===== config.mk =====
export PLATFORM = sky130hd
export DESIGN_NAME = fifo_wl_flat
export DESIGN_NICKNAME = d
export VERILOG_FILES = /design/src/rtl/fifo_pkg.sv /design/src/rtl/fifo_wl_if.sv /design/src/rtl/sync_2ff.sv /design/src/rtl/fifo_wl.sv /design/src/flat_wrapper.sv
export SDC_FILE = /design/constraint.sdc
export NUM_CORES = 1
export LEC_CHECK = 0
export CAP_MARGIN = 0
export CORE_ASPECT_RATIO = 1.25
export CORE_MARGIN = 3
export CORE_UTILIZATION = 39
export CTS_BUF_LIST = sky130_fd_sc_hd__clkbuf_4
export CTS_CLUSTER_DIAMETER = 150
export DETAILED_ROUTE_END_ITERATION = 10
export GPL_TIMING_DRIVEN = 0
export PLACE_DENSITY = 0.87
export SLEW_MARGIN = 20
export SYNTH_ARGS = -nofsm -noshare
export SYNTH_HDL_FRONTEND = slang
export SYNTH_SLANG_ARGS = --single-unit
export TNS_END_PERCENT = 5

===== constraint.sdc =====
create_clock -name w_clk -period 7.05 [get_ports w_clk]
set_clock_uncertainty 0.2 [all_clocks]
set_input_delay 1.41 -clock w_clk [delete_from_list [all_inputs] [get_ports w_clk]]
set_output_delay 1.41 -clock w_clk [all_outputs]
set_load 0.01 [all_outputs]

===== src/rtl/fifo_pkg.sv =====
// Shared constants and Gray-code helpers for the write and read sides of the async FIFO.
// Helpers work on a wide vector; callers size-cast to their pointer width.
package fifo_pkg;
    localparam int FIFO_DEPTH_DEF = 16;
    localparam int FIFO_WIDTH_DEF = 32;
    localparam int PTR_MAX_W      = 32;

    typedef logic [PTR_MAX_W-1:0] ptr_t;

    function automatic ptr_t gray(input ptr_t b);
        return (b >> 1) ^ b;
    endfunction

    // Prefix XOR from the MSB down; zero-extended inputs convert correctly.
    function automatic ptr_t g2b(input ptr_t g);
        ptr_t b;
        b = g;
        for (int s = 1; s < PTR_MAX_W; s = s * 2) begin
            b = b ^ (b >> s);
        end
        return b;
    endfunction
endpackage


===== src/rtl/fifo_wl_if.sv =====
// Producer-side write handshake and memory write port of the FIFO write-domain controller.
interface fifo_wl_if #(
    parameter int WIDTH = 32,
    parameter int AW    = 4
);
    logic             wr_en;
    logic [WIDTH-1:0] w_data;
    logic [AW-1:0]    w_addr;
    logic             mem_we;
    logic [WIDTH-1:0] mem_wdata;

    modport master (
        output wr_en, w_data,
        input  w_addr, mem_we, mem_wdata
    );

    modport slave (
        input  wr_en, w_data,
        output w_addr, mem_we, mem_wdata
    );
endinterface


===== src/rtl/sync_2ff.sv =====
// Two-flop synchronizer for the incoming Gray read pointer.
module sync_2ff #(
    parameter int WIDTH = 1
) (
    input  logic             clk,
    input  logic             rst,
    input  logic [WIDTH-1:0] d_i,
    output logic [WIDTH-1:0] q_o
);
    logic [WIDTH-1:0] meta_q;
    logic [WIDTH-1:0] sync_q;

    always_ff @(posedge clk or posedge rst) begin
        if (rst) begin
            meta_q <= '0;
            sync_q <= '0;
        end else begin
            meta_q <= d_i;
            sync_q <= meta_q;
        end
    end

    assign q_o = sync_q;
endmodule


===== src/rtl/fifo_wl.sv =====
// Write-domain controller of an async FIFO: write pointer, full/level flags, sticky overflow.
module fifo_wl
    import fifo_pkg::*;
#(
    parameter  int FIFO_DEPTH   = FIFO_DEPTH_DEF,
    parameter  int FIFO_WIDTH   = FIFO_WIDTH_DEF,
    parameter  int AFULL_THRESH = FIFO_DEPTH - 2,
    localparam int AW           = $clog2(FIFO_DEPTH),
    localparam int PW           = AW + 1
) (
    input  logic          w_clk,
    input  logic          rst,
    fifo_wl_if.slave      wif,
    input  logic          clr_ovf,
    input  logic [AW:0]   rptr2wl,
    output logic [AW:0]   wptr2rl,
    output logic          full,
    output logic          almost_full,
    output logic [AW:0]   w_level,
    output logic          overflow
);
    localparam logic [AW:0] AFULL_LVL = PW'(AFULL_THRESH);

    logic [AW:0] wbin_q, wbin_d;
    logic [AW:0] wgray_q, wgray_d;
    logic        ovf_q, ovf_d;
    logic [AW:0] rq2;
    logic [AW:0] rbin;
    logic        wr_acc;

    sync_2ff #(.WIDTH(PW)) u_rptr_sync (
        .clk (w_clk),
        .rst (rst),
        .d_i (rptr2wl),
        .q_o (rq2)
    );

    assign rbin    = PW'(g2b(ptr_t'(rq2)));
    assign full    = (wgray_q == {~rq2[AW:AW-1], rq2[AW-2:0]});
    assign w_level = wbin_q - rbin;

    // Gated by rst so a held write request cannot strobe memory while in reset.
    assign wr_acc = wif.wr_en & ~full & ~rst;

    always_comb begin
        wbin_d  = wbin_q;
        ovf_d   = ovf_q;
        if (wr_acc) begin
            wbin_d = wbin_q + 1'b1;
        end
        wgray_d = PW'(gray(ptr_t'(wbin_d)));
        if (wif.wr_en && full) begin
            ovf_d = 1'b1;
        end else if (clr_ovf) begin
            ovf_d = 1'b0;
        end
    end

    always_ff @(posedge w_clk or posedge rst) begin
        if (rst) begin
            wbin_q  <= '0;
            wgray_q <= '0;
            ovf_q   <= 1'b0;
        end else begin
            wbin_q  <= wbin_d;
            wgray_q <= wgray_d;
            ovf_q   <= ovf_d;
        end
    end

    assign wptr2rl       = wgray_q;
    assign almost_full   = (w_level >= AFULL_LVL);
    assign overflow      = ovf_q;
    assign wif.w_addr    = wbin_q[AW-1:0];
    assign wif.mem_we    = wr_acc;
    assign wif.mem_wdata = wif.w_data;
endmodule


===== src/flat_wrapper.sv =====
// flat-port wrapper written by rule: the top's interface ports become plain ports
module fifo_wl_flat import fifo_pkg::*;
#(
    parameter  int FIFO_DEPTH   = FIFO_DEPTH_DEF,
    parameter  int FIFO_WIDTH   = FIFO_WIDTH_DEF,
    parameter  int AFULL_THRESH = FIFO_DEPTH - 2,
    localparam int AW           = $clog2(FIFO_DEPTH),
    localparam int PW           = AW + 1
)
  (w_clk, rst, clr_ovf, rptr2wl, wptr2rl, full, almost_full, w_level, overflow, wif_wr_en, wif_w_data, wif_w_addr, wif_mem_we, wif_mem_wdata);
  fifo_wl_if #(.WIDTH(32), .AW(4)) wif_i ();
  input  logic w_clk;
  input  logic rst;
  input  logic clr_ovf;
  input  logic [AW:0] rptr2wl;
  output logic [AW:0] wptr2rl;
  output logic full;
  output logic almost_full;
  output logic [AW:0] w_level;
  output logic overflow;
  input wire logic [$bits(wif_i.wr_en)-1:0] wif_wr_en;
  input wire logic [$bits(wif_i.w_data)-1:0] wif_w_data;
  output wire logic [$bits(wif_i.w_addr)-1:0] wif_w_addr;
  output wire logic [$bits(wif_i.mem_we)-1:0] wif_mem_we;
  output wire logic [$bits(wif_i.mem_wdata)-1:0] wif_mem_wdata;
  assign wif_i.wr_en = wif_wr_en;
  assign wif_i.w_data = wif_w_data;
  assign wif_w_addr = wif_i.w_addr;
  assign wif_mem_we = wif_i.mem_we;
  assign wif_mem_wdata = wif_i.mem_wdata;
  fifo_wl #(.FIFO_DEPTH(FIFO_DEPTH), .FIFO_WIDTH(FIFO_WIDTH), .AFULL_THRESH(AFULL_THRESH)) u_core (.w_clk(w_clk), .rst(rst), .wif(wif_i), .clr_ovf(clr_ovf), .rptr2wl(rptr2wl), .wptr2rl(wptr2rl), .full(full), .almost_full(almost_full), .w_level(w_level), .overflow(overflow));
endmodule

==> impl_metrics.yaml, run 1 <==
layout:
  register_area_um2: 500
  final_layout_size_suffix_gt1_share_pct: 21.5
  diodes: 0
  syn2layout_area_growth_pct: 50.0
  finalNetCount: 235
  multi_input_area_um2: 503
  fill_cells: 255
  postLayoutCoreUtil_pct: 63.6
route:
  firstDrtPassIters: 4
  post-route-drc-count: 0
  dr_total_vias: 1040
  drtAntennaViolNets: 0
  vias_per_cell: 4.68
  finalWirelength_um: 2870
  wl_per_cell_um: 12.9
  drt_iter0_drc: 19
die:
  num_rows: 22
  ios: 91
  die_area_um2: 4060
  core_area_um2: 3060
  die_h_um: 70.5
  initial_core_util_pct: 42.4
  die_width_um: 57.6
synth:
  synth_edf_count: 0
  yosys.cell_types.count: 30
  ys.warnings.count: 0
  synth_largest_area_cell: "dfrtp_1"
  synth_seq_area_share_pct: 38.6
  synth_area_um2: 1300
  synthFlopType: "dfrtp_1"
  ys_ff_latch: 20
  synth_area_leaders: "dfrtp_1 (39%), buf_4 (19%), xnor2_1 (8.8%)"
  synth_top_area_share_pct: 38.6
  syn_nets: 172
  synth_area_per_cell_um2: 10.4
  synth_commonest_cells: "buf_4 (32), dfrtp_1 (20), xnor2_1 (13)"
  yosysMostFrequentCell: "buf_4"
  synth_cells: 125
  synthArstFlopShare_pct: 100
setup_path:
  crit_top_cell: "clkdlybuf4s50_1"
  arrival_ps: 3570
  worst-setup-path-type: "input port to output port"
  crit_fanout: 21
  crit_path_top_delay_cell: "clkdlybuf4s50_1"
  crit_required_ps: 5440
  worstSetupStartpointType: "input port"
  crit_chain: "clkdlybuf4s50_1, inv_1, nand2_1, a21oi_4, clkdlybuf4s50_1"
  worst_setup_path_end_kind: "output port"
  max_stage_delay_ps: 600
clocking:
  htree_levels: 1
  cts_resized: 0
  cts_made_buffers: 3
  clk_pin_slew_ps: 100
  hold_buffers: 0
  cts_post_setup_buffers_inserted: 0
  cts_sinks: 20
  cts_tree: "built"
  clock_path_buffers: 2
  clkLatencyLatePin_ps: 290
  root_buffer: "clkbuf_4"
grt:
  antenna_found_initial: 0
  track_usage_pct: 14.6
  grt_pass1_wl_um: 4710
  met1_usage_pct: 15.0
  grt_max_degree: 22
  use_met2_pct: 27.1
  grt_busiest_layer: "met2"
  grt_pass1_vias: 1074
  grt_overflow: 0
  use_met3_pct: 3.70
job:
  cap_violations: 0
placed_design:
  io_buffers: 58
  place_congestion: 0.857
  dp_hpwl_um: 2480
sta:
  period_share_pct: 73.4
  setup_tns_ps: 0
  slew_headroom_pct: 50.6
  rsz0062_at_grt: "false"
  tightest_slew_ps: 740
  report.final.slew_viol_count: 0
  max_freq_mhz: 193
  setup_violations: 0
  finalCriticalPeriod_ps: 5180
  hold_viol: 0
pwr:
  ir_drop_mv: 0.265
  p_leak_uw: 0.000868
  p_per_area_nw_per_um2: 353
min_path:
  hp-class: "register to register"
outcome:
  outcome: "finished clean"
[sequential cells by signal, indices dropped and copies added, names as in the netlist]
register	cells
u_core.u_rptr_sync.meta_q	5
u_core.u_rptr_sync.q_o	5
u_core.wbin_q	5
u_core.wptr2rl	4
u_core.overflow	1
[placed cells by master, fill, tap and decap left out, types with 2 or more instances in the layout]
master and instances:
nand4_1 3, ha_1 5, dfrtp_1 20, o21ai_0 3
nand3_1 3, xor2_1 7, clkbuf_4 3, buf_4 32
clkbuf_1 3, nand2_1 4, a21o_1 3, xnor2_1 13
inv_1 10, clkdlybuf4s50_1 58, a21oi_1 2
[logic make-up after synthesis]
group                      synth area share, %
AOI/OAI and AO/OA                         8.98
xor gates and xnor gates                  14.8
adders and majority gates                 6.37
buffers and inverters                     22.6
DFF                                       38.6
muxes                                     1.93
and+or+nand+nor                           6.76
[stage by stage]
stage | total power [uW] | instances | area, um^2 | hold slack, ps | setup WS (ps)
after floorplan | 442 | 125 | 1300 | 131 | 2990
after global placement | 634 | 219 | 1920 | 133 | 1870
after detailed placement | 640 | 219 | 1920 | 137 | 1810
after CTS | 694 | 222 | 1940 | 160 | 1800
after global routing | 740 | 222 | 1940 | 174 | 1610
final | 686 | 222 | 1940 | 158 | 1870
[routing by layer]
metal / vias up / share of wire [%]
met5: - / 0
met4: 0 / 1.7
met3: 6 / 12
met2: 62 / 55
met1: 474 / 32
li1: 498 / -
[area by class of cell]
cell class                      count  share of cell area (%)
Buffer                             36                    13.1
Clock buffer                        3                    1.16
Inverter                           10                    1.93
Multi-Input combinational cell     59                    25.9
Sequential cell                    20                    25.7
Tap cell                           36                    2.32
Timing Repair Buffer               58                    29.9
[worst max-delay path: cells and delay by family]
family          cells  cell delay (ps)
simple gates        1              260
compound gates      1              320
buf+inv             3             1570
[path summary, 6_finish.rpt]
check,cells after the start,slack [ps],endpoint,startpoint
max in group asynchronous,2,4820,u_core.wbin_q[2],rst
worst min register to register,0,160,u_core.u_rptr_sync.q_o[3],u_core.u_rptr_sync.meta_q[3]
worst max register to register,5,5050,u_core.wptr2rl[0],u_core.wbin_q[4]
min in group asynchronous,2,1360,u_core.overflow,rst
worst min-delay path,0,160,u_core.u_rptr_sync.q_o[3],u_core.u_rptr_sync.meta_q[3]
worst max-delay path,5,1870,wif_mem_we,rst
[power breakdown]
| group | switching, uW | leakage (uW) | internal, uW |
|---|---|---|---|
| clock network | 32.0 | 0.0000138 | 19.9 |
| registers | 29.8 | 0.000239 | 145 |
| logic | 204 | 0.000615 | 255 |
Note: power is estimated with default switching activity, not from simulation.
==> run 2, diff against run 1 <==
Settings changed: CORE_UTILIZATION 39 to 32, PLACE_DENSITY 0.87 to 0.77.
Clock period 7.05 ns to 4.35 ns, I/O delays scaled along.
==> impl_metrics.yaml, run 2 (synthesis gave the netlist of run 1 again) <==
outcome:
  outcome: "finished clean"
setup_path:
  crit_fanout: 2
  worst_setup_path_end_kind: "output port"
  r2r_slack_ps: 2200
  worst-setup-path-type: "register to output port"
  arrival_ps: 3150
  worstSetupStartpointType: "register"
  crit_required_ps: 3280
layout:
  final_layout_size_suffix_gt1_share_pct: 27.8
  diodes: 0
  register_area_um2: 500
  multi_input_area_um2: 534
  syn2layout_area_growth_pct: 58.8
  fin_cells: 248
  mostFrequentLayoutCells: "clkdlybuf4s50_1 (58), buf_4 (39), dfrtp_1 (20)"
  finalNetCount: 242
  fill_cells: 355
  layout_commonest_cell: "clkdlybuf4s50_1"
die:
  initial_core_util_pct: 33.7
  num_rows: 25
  die_width_um: 62.9
  core_area_um2: 3850
  ios: 91
  die_area_um2: 4860
  die_h_um: 77.2
min_path:
  hp-class: "register to register"
placed_design:
  io_buffers: 58
  dp_cells: 237
  dp_slack_ps: 155
  place_congestion: 0.775
  dp_hpwl_um: 2170
sta:
  setup_ws_ps: 127
  max_freq_mhz: 237
  period_share_pct: 97.1
  slew_headroom_pct: 70.2
  tightest_slew_ps: 444
  report.final.slew_viol_count: 0
  hold_viol: 0
  setup_tns_ps: 0
  finalCriticalPeriod_ps: 4220
  setup_violations: 0
clocking:
  cts_made_buffers: 3
  cts_sinks: 20
  clkLatencyLatePin_ps: 290
  htree_levels: 1
  root_buffer: "clkbuf_4"
  clock_path_buffers: 2
  hold_buffers: 0
  clk_pin_slew_ps: 100
  cts_tree: "built"
grt:
  grt_max_degree: 22
  antenna_found_initial: 0
  grt_pass1_vias: 1045
  grt_pass1_wl_um: 4350
  grt_overflow: 0
  track_usage_pct: 10.8
route:
  dr_total_vias: 1052
  vias_per_cell: 4.24
  post-route-drc-count: 0
  firstDrtPassIters: 4
  finalWirelength_um: 2690
  wl_per_cell_um: 10.8
  drtAntennaViolNets: 0
  drt_iter0_drc: 15
pwr:
  p_leak_uw: 0.000908
  p_per_area_nw_per_um2: 556
  ir_drop_mv: 0.199
  total_power_uw: 1140
job:
  cap_violations: 0
[run 2: changes by cell type in the layout (fill, tap and decap cells not counted), sizes merged]
cell / before / now
buf: 33 / 40
clkinv: 0 / 1
inv: 10 / 9
clkinvlp: 0 / 1
[run 2: metal layers]
layer / vias to the layer above / GRT usage [%] / part of all wire (%)
met2: 58 / 18.7 / 51
met3: 4 / 2.93 / 9.1
met5: - / 0 / 0
met4: 0 / 2.65 / 1.2
met1: 480 / 13.1 / 39
li1: 510 / - / -
[run 2: final cells by class]
| class | instances | share of cell area, % |
|---|---|---|
| plain buffers | 36 | 12.4 |
| clock buffers | 3 | 1.09 |
| clock inverters | 1 | 0.182 |
| inverters | 10 | 2.01 |
| multi-input cells | 59 | 26.0 |
| flip-flops and latches | 20 | 24.3 |
| well taps | 54 | 3.28 |
| repair buffers | 65 | 30.8 |
[run 2: power by group]
| group | internal [uW] | switching [uW] | total, uW | leakage [uW] |
|---|---|---|---|---|
| clock | 33.4 | 54.1 | 87.5 | 0.0000154 |
| sequential | 236 | 47.3 | 283 | 0.000239 |
| combinational | 434 | 340 | 774 | 0.000654 |
| total | 703 | 441 | 1140 | 0.000908 |
[run 2: worst paths after layout]
check,start,cells past startpoint,to
worst max-delay path,u_core.u_rptr_sync.q_o[4],13,almost_full
worst min register to register,u_core.u_rptr_sync.meta_q[4],0,u_core.u_rptr_sync.q_o[4]
worst min-delay path,u_core.u_rptr_sync.meta_q[4],0,u_core.u_rptr_sync.q_o[4]
worst max register to register,u_core.u_rptr_sync.q_o[4],6,u_core.wptr2rl[0]
min in group asynchronous,rst,2,u_core.wptr2rl[1]
max in group asynchronous,rst,2,u_core.wbin_q[4]
[run 2: metrics by stage]
step	utilization (%)	area, um^2	hold WS, ps
3_3_place_gp	50.5	1940	132
5_1_grt	53.5	2060	169
6_report	53.5	2060	158
3_5_place_dp	50.5	1940	136
2_1_floorplan	-	1300	131
4_1_cts	52.3	2010	162
[run 2: critical path, stage by stage (launching register included)]
cell	delay, ps
dfrtp_1	420
xnor2_2	230
xor2_2	210
xor2_1	240
buf_4	140
buf_4	90
inv_1	50
fa_2	360
inv_1	80
a21o_1	150
a21oi_2	70
xnor2_2	130
a31o_2	220
clkdlybuf4s50_1	470
[run 2: repair_timing]
| action | 4_1_cts | 5_1_grt |
|---|---|---|
| pin swaps | 4 | 6 |
| cloned | 0 | 0 |
| resized for setup | 2 | 5 |
| setup endpoints to repair | 2 | 3 |
| buffers inserted | 4 | 3 |
